[src/rtl/fp_divider_seq.sv]
// Iterative IEEE-754 single-precision divider: restoring division, one quotient bit per clock.
// Optional build macro ROUND_NEAREST_EN selects round-to-nearest-even instead of truncation.
`timescale 1ns/1ps
module fp_divider_seq #(
    parameter int EXP_W = 8,
    parameter int MAN_W = 23,
    parameter int BIAS  = 127
) (
    input  logic                   clk,
    input  logic                   reset,
    input  logic                   start,
    input  logic [EXP_W+MAN_W:0]   a,
    input  logic [EXP_W+MAN_W:0]   b,
    output logic                   busy,
    output logic                   done,
    output logic [EXP_W+MAN_W:0]   result,
    output logic [1:0]             dbg_state_o
);

    localparam int W    = 1 + EXP_W + MAN_W;
    localparam int ITER = MAN_W + 3;
    localparam int EW   = EXP_W + 2;
    localparam int MW   = MAN_W + 1;
    localparam int RW   = MAN_W + 2;
    localparam int CW   = $clog2(ITER + 1);
    localparam logic signed [EW-1:0] E_MAX = EW'((2 ** EXP_W) - 1);
    localparam logic [EXP_W-1:0]     EXP_ONES = {EXP_W{1'b1}};

    // Handshake: start is honoured only in IDLE; busy covers DIV..DONE; done is high for the DONE cycle only.
    typedef enum logic [1:0] {
        S_IDLE = 2'd0,
        S_DIV  = 2'd1,
        S_NORM = 2'd2,
        S_DONE = 2'd3
    } state_t;

    state_t                 state_q, state_d;
    logic [CW-1:0]          cnt_q, cnt_d;
    logic [RW-1:0]          rem_q, rem_d;
    logic [MW-1:0]          mb_q, mb_d;
    logic [ITER-1:0]        q_q, q_d;
    logic signed [EW-1:0]   exp_q, exp_d;
    logic                   sign_q, sign_d;
    logic [W-1:0]           result_q, result_d;

    logic                   a_s, b_s;
    logic [EXP_W-1:0]       a_e, b_e;
    logic [MAN_W-1:0]       a_m, b_m;
    logic                   a_zero, b_zero, a_inf, b_inf, a_nan, b_nan;
    logic                   sgn_in, special;
    logic [W-1:0]           special_res;
    logic signed [EW-1:0]   e_init;

    assign a_s = a[W-1];
    assign b_s = b[W-1];
    assign a_e = a[W-2:MAN_W];
    assign b_e = b[W-2:MAN_W];
    assign a_m = a[MAN_W-1:0];
    assign b_m = b[MAN_W-1:0];

    assign a_zero = (a_e == '0);
    assign b_zero = (b_e == '0);
    assign a_inf  = (a_e == EXP_ONES) && (a_m == '0);
    assign b_inf  = (b_e == EXP_ONES) && (b_m == '0);
    assign a_nan  = (a_e == EXP_ONES) && (a_m != '0);
    assign b_nan  = (b_e == EXP_ONES) && (b_m != '0);
    assign sgn_in = a_s ^ b_s;

    assign special = a_nan | b_nan | a_inf | b_inf | a_zero | b_zero;
    assign e_init  = $signed({2'b00, a_e}) - $signed({2'b00, b_e}) + EW'(BIAS);

    always_comb begin
        special_res = {sgn_in, {(W-1){1'b0}}};
        if (a_nan || b_nan || (a_inf && b_inf) || (a_zero && b_zero)) begin
            special_res = {sgn_in, EXP_ONES, 1'b1, {(MAN_W-1){1'b0}}};
        end else if (a_inf || b_zero) begin
            special_res = {sgn_in, EXP_ONES, {MAN_W{1'b0}}};
        end
    end

    // Restoring step: remainder always stays below 2*mb, so RW = MW+1 bits suffice.
    logic              ge;
    logic [RW-1:0]     rem_sub, rem_next;
    logic [ITER-1:0]   q_next;

    assign ge       = (rem_q >= {1'b0, mb_q});
    assign rem_sub  = ge ? (rem_q - {1'b0, mb_q}) : rem_q;
    assign rem_next = {rem_sub[RW-2:0], 1'b0};
    assign q_next   = {q_q[ITER-2:0], ge};

    logic [MAN_W-1:0]      man_t, man_r;
    logic                  guard, below, sticky;
    logic signed [EW-1:0]  e_n, e_r;
    logic [W-1:0]          norm_res;

    always_comb begin
        if (q_q[ITER-1]) begin
            man_t = q_q[ITER-2:2];
            guard = q_q[1];
            below = q_q[0];
            e_n   = exp_q;
        end else begin
            man_t = q_q[ITER-3:1];
            guard = q_q[0];
            below = 1'b0;
            e_n   = exp_q - EW'(1);
        end
    end

    assign sticky = (rem_q != '0);

`ifdef ROUND_NEAREST_EN
    logic              inc, carry;
    assign inc = guard & (sticky | below | man_t[0]);
    assign {carry, man_r} = {1'b0, man_t} + {{MAN_W{1'b0}}, inc};
    assign e_r = carry ? (e_n + EW'(1)) : e_n;
`else
    logic unused_round;
    assign unused_round = ^{guard, below, sticky};
    assign man_r = man_t;
    assign e_r   = e_n;
`endif

    always_comb begin
        if (e_r >= E_MAX) begin
            norm_res = {sign_q, EXP_ONES, {MAN_W{1'b0}}};
        end else if (e_r[EW-1] || (e_r == '0)) begin
            norm_res = {sign_q, {(W-1){1'b0}}};
        end else begin
            norm_res = {sign_q, e_r[EXP_W-1:0], man_r};
        end
    end

    always_comb begin
        state_d  = state_q;
        cnt_d    = cnt_q;
        rem_d    = rem_q;
        mb_d     = mb_q;
        q_d      = q_q;
        exp_d    = exp_q;
        sign_d   = sign_q;
        result_d = result_q;
        case (state_q)
            S_IDLE: begin
                if (start) begin
                    sign_d = sgn_in;
                    if (special) begin
                        result_d = special_res;
                        state_d  = S_DONE;
                    end else begin
                        rem_d   = {1'b0, 1'b1, a_m};
                        mb_d    = {1'b1, b_m};
                        q_d     = '0;
                        cnt_d   = '0;
                        exp_d   = e_init;
                        state_d = S_DIV;
                    end
                end
            end
            S_DIV: begin
                rem_d = rem_next;
                q_d   = q_next;
                cnt_d = cnt_q + CW'(1);
                if (cnt_q == CW'(ITER - 1)) begin
                    state_d = S_NORM;
                end
            end
            S_NORM: begin
                result_d = norm_res;
                state_d  = S_DONE;
            end
            S_DONE: begin
                state_d = S_IDLE;
            end
            default: begin
                state_d = S_IDLE;
            end
        endcase
    end

    always_ff @(posedge clk) begin
        if (reset) begin
            state_q  <= S_IDLE;
            cnt_q    <= '0;
            rem_q    <= '0;
            mb_q     <= '0;
            q_q      <= '0;
            exp_q    <= '0;
            sign_q   <= 1'b0;
            result_q <= '0;
        end else begin
            state_q  <= state_d;
            cnt_q    <= cnt_d;
            rem_q    <= rem_d;
            mb_q     <= mb_d;
            q_q      <= q_d;
            exp_q    <= exp_d;
            sign_q   <= sign_d;
            result_q <= result_d;
        end
    end

    assign busy        = (state_q != S_IDLE);
    assign done        = (state_q == S_DONE);
    assign result      = result_q;
    assign dbg_state_o = state_q;

endmodule

[config.mk]
export PLATFORM = sky130hd
export DESIGN_NAME = fp_divider_seq
export DESIGN_NICKNAME = d
export VERILOG_FILES = /design/src/rtl/fp_divider_seq.sv
export SDC_FILE = /design/constraint.sdc
export NUM_CORES = 1
export LEC_CHECK = 0
export ABC_AREA = 1
export BUFFER_PORTS_ARGS = -buffer_cell sky130_fd_sc_hd__buf_2
export CORE_UTILIZATION = 35
export DETAILED_ROUTE_END_ITERATION = 6
export PLACE_DENSITY_LB_ADDON = 0.08
export SLEW_MARGIN = 15
export SYNTH_ARGS = -nofsm -noshare
export SYNTH_HDL_FRONTEND = slang
export SYNTH_SLANG_ARGS = --single-unit
export TNS_END_PERCENT = 1
[constraint.sdc]
create_clock -name clk -period 5.8 [get_ports clk]
set_input_delay 1.16 -clock clk [delete_from_list [all_inputs] [get_ports clk]]
set_output_delay 1.16 -clock clk [all_outputs]
set_load 0.005 [all_outputs]
==> results.py <==
metrics = {
    "outcome": {
        "status": "finished, final reports clean",
    },
    "timing": {
        "fin_ws_ns": 2.249,
        "setup_violations": 0,
        "hold_ws_ns": 0.4618,
        "tightest_slew_ns": 1.041,
        "post-route-period-util": 0.6122,
        "finClkSkew_ns": 0.01046,
        "slew-limit-headroom": 0.3017,
        "rsz0062_at_grt": "no",
        "hold_viol": 0,
        "setup_tns_ns": 0,
        "max_freq_mhz": 281.6,
        "layout_min_cycle_time_ns": 3.551,
        "final_max_slew_viol_count": 0,
    },
    "logic_synthesis": {
        "yosysWarnings": 0,
        "synthCells": 1298,
        "yosysMostFrequentCell": "nand2_1",
        "synth_edf_count": 0,
        "synth_area_leaders": "dfxtp_1, nand2_1, a21oi_1, inv_1, nand3_1",
        "synth_top_cells_by_count": "nand2_1, a21oi_1, inv_1",
        "syn_avg_cell_area_sq_um": 6.343,
        "yosys_register_bits": 125,
        "synth_top_area_frac": 0.3040,
        "syn_area_sq_mm": 0.008233,
        "yosysSeqAreaShare": 0.3040,
        "yosysTopAreaCell": "dfxtp_1",
        "async_flop_share": 0,
        "synth_nets": 1408,
        "synth.distinct_cells": 42,
        "ys.flop_type": "dfxtp_1",
    },
    "clock_tree": {
        "cts_buffers": 17,
        "htree_num_levels": 4,
        "clk_pin_slew_ns": 0.06,
        "clockBufferDepth": 2,
        "insertion_delay_ns": 0.42,
        "post_cts_buffers": 0,
        "cts-root-buf": "clkbuf_16",
        "cts.sinks": 125,
        "cts_hold_buf": 0,
        "postCtsResizedCells": 0,
        "cts_tree": "built",
    },
    "pwr": {
        "swShare": 0.4999,
        "total_power_mw": 5.448,
        "power.switching_mw": 2.723,
        "comb_power_share": 0.580,
        "p_leak_nw": 4.343,
        "peakVddDrop_mv": 0.3497,
        "clkPwrFrac": 0.211,
        "pwr_density_cell_mw_per_mm2": 570.4,
        "seqPwrFrac": 0.209,
        "intPower_mw": 2.725,
    },
    "drt": {
        "drt_iter0_drc": 490,
        "drc_errors": 0,
        "wl_per_cell_um": 15.01,
        "antenna_left": 0,
        "via_per_inst": 4.966,
        "first_pass_iters": 5,
        "routed-via-count": 8418,
        "wl_um": 25440,
    },
    "final_layout": {
        "nFillCells": 2566,
        "area_growth_pct": 16.00,
        "nets": 1479,
        "design_area_sq_mm": 0.009550,
        "drive_gt1_frac": 0.1230,
        "antenna_cells": 0,
    },
    "setup_path": {
        "startpoint_type": "flip-flop",
        "critical_path_arrival_ns": 3.83,
        "worstPathMaxFanout": 25,
        "cp.required_ns": 6.07,
        "end_kind": "flip-flop",
        "critical_path_class": "reg -> reg",
    },
    "floorplanning": {
        "die-width_um": 155.4,
        "chipHeight_um": 155.4,
        "coreArea_sq_mm": 0.02285,
        "die_area_sq_mm": 0.02414,
        "rows": 55,
        "start_util": 0.3604,
        "io_pins": 103,
    },
    "global_routing": {
        "grt_use_total": 0.2187,
        "antenna_found_initial": 2,
        "grt_max_degree": 60,
        "grt_pass1_vias": 8199,
        "overflow": 0,
        "grt_pass1_wl_um": 41640,
    },
    "placed_design": {
        "gp_congestion": 0.9005,
        "port_buffers": 102,
        "place_hpwl_um": 18700,
        "preCtsSetupSlack_ns": 1.699,
        "placed_cell_area_sq_mm": 0.008929,
    },
    "min_path": {
        "worst_hold_path_type": "reg -> reg",
    },
    "run": {
        "max-cap-violations": 0,
    },
}
[metrics by stage]
stage                     std cells  utilization
after global routing           1695       0.4180
after detailed placement       1663       0.3908
after floorplan                1298            -
after CTS                      1695       0.4180
final                          1695       0.4180
after global placement         1663       0.3908
[flip-flops by register name (all words and copies together) (netlist names)]
register / flops
result: 32
exp_q: 10
sign_q: 1
cnt_q: 5
q_q: 26
dbg_state_o: 2
mb_q: 24
rem_q: 25
[cells in the final DEF (no fill, tap or decap), types with 37 or more instances in the layout]
master / n
inv_1: 163
buf_2: 102
nand3_1: 107
ha_1: 41
dfxtp_1: 125
o21ai_0: 106
nand2_1: 305
nor2_1: 98
a21oi_1: 169
nand4_1: 37
[cell type report]
cell class	count	area, sq um	area share
Inverter	168	630.6	0.06603
Sequential cell	125	2502	0.2620
Timing Repair Buffer	111	578.1	0.06053
Tap cell	313	391.6	0.04101
Multi-Input combinational cell	946	4826	0.5053
Clock inverter	15	196.4	0.02057
Clock buffer	17	425.4	0.04454
[kinds of logic (layout without fill, tap and decap cells)]
logic type,Yosys count,after routing,synth area share
buf+inv,227,311,0.1105
fa+ha+maj,43,43,0.06717
simple gates,594,594,0.3150
compound gates,293,293,0.1839
xor+xnor,15,15,0.01824
mux,1,1,0.001216
flops,125,125,0.3040
[per-layer routing]
metal	wire length (um)	track usage	vias up	part of all wire
li1	-	-	4423	-
met1	12750	0.2991	3807	0.50
met2	11320	0.3538	152	0.44
met3	929	0.03593	34	0.037
met4	441	0.06022	2	0.017
met5	10	0	-	0.00039
[worst max-delay path, cell delays in order, from the launching register on]
cell and delay [ns]:
dfxtp_1 0.30, inv_1 0.07, ha_1 0.35, a21oi_1 0.29
o21ai_0 0.25, inv_1 0.11, nand3_1 0.27, nand3_2 0.54
nand3_2 0.66, nand2_1 0.34, nand2_1 0.08, nand2_1 0.06
a21oi_1 0.06
[power by group through the flow]
stage,Sequential (mW),Combinational (mW),Clock [mW]
finish,1.14,3.16,1.15
global route,1.16,3.61,1.21
CTS,1.14,3.15,1.17
detailed placement,1.16,3.14,0
global placement,1.16,3.14,0
floorplan,1.13,2.42,0
[final timing paths]
kind	cells after the start	endpoint	from	slack, ns
hold / removal	2	result[3]	result[3]	0.46
setup / recovery	12	rem_q[24]	mb_q[8]	2.25
hold reg to reg	2	result[3]	result[3]	0.46
setup reg to reg	12	rem_q[24]	mb_q[8]	2.25
Power figures use the tool's default switching activity.
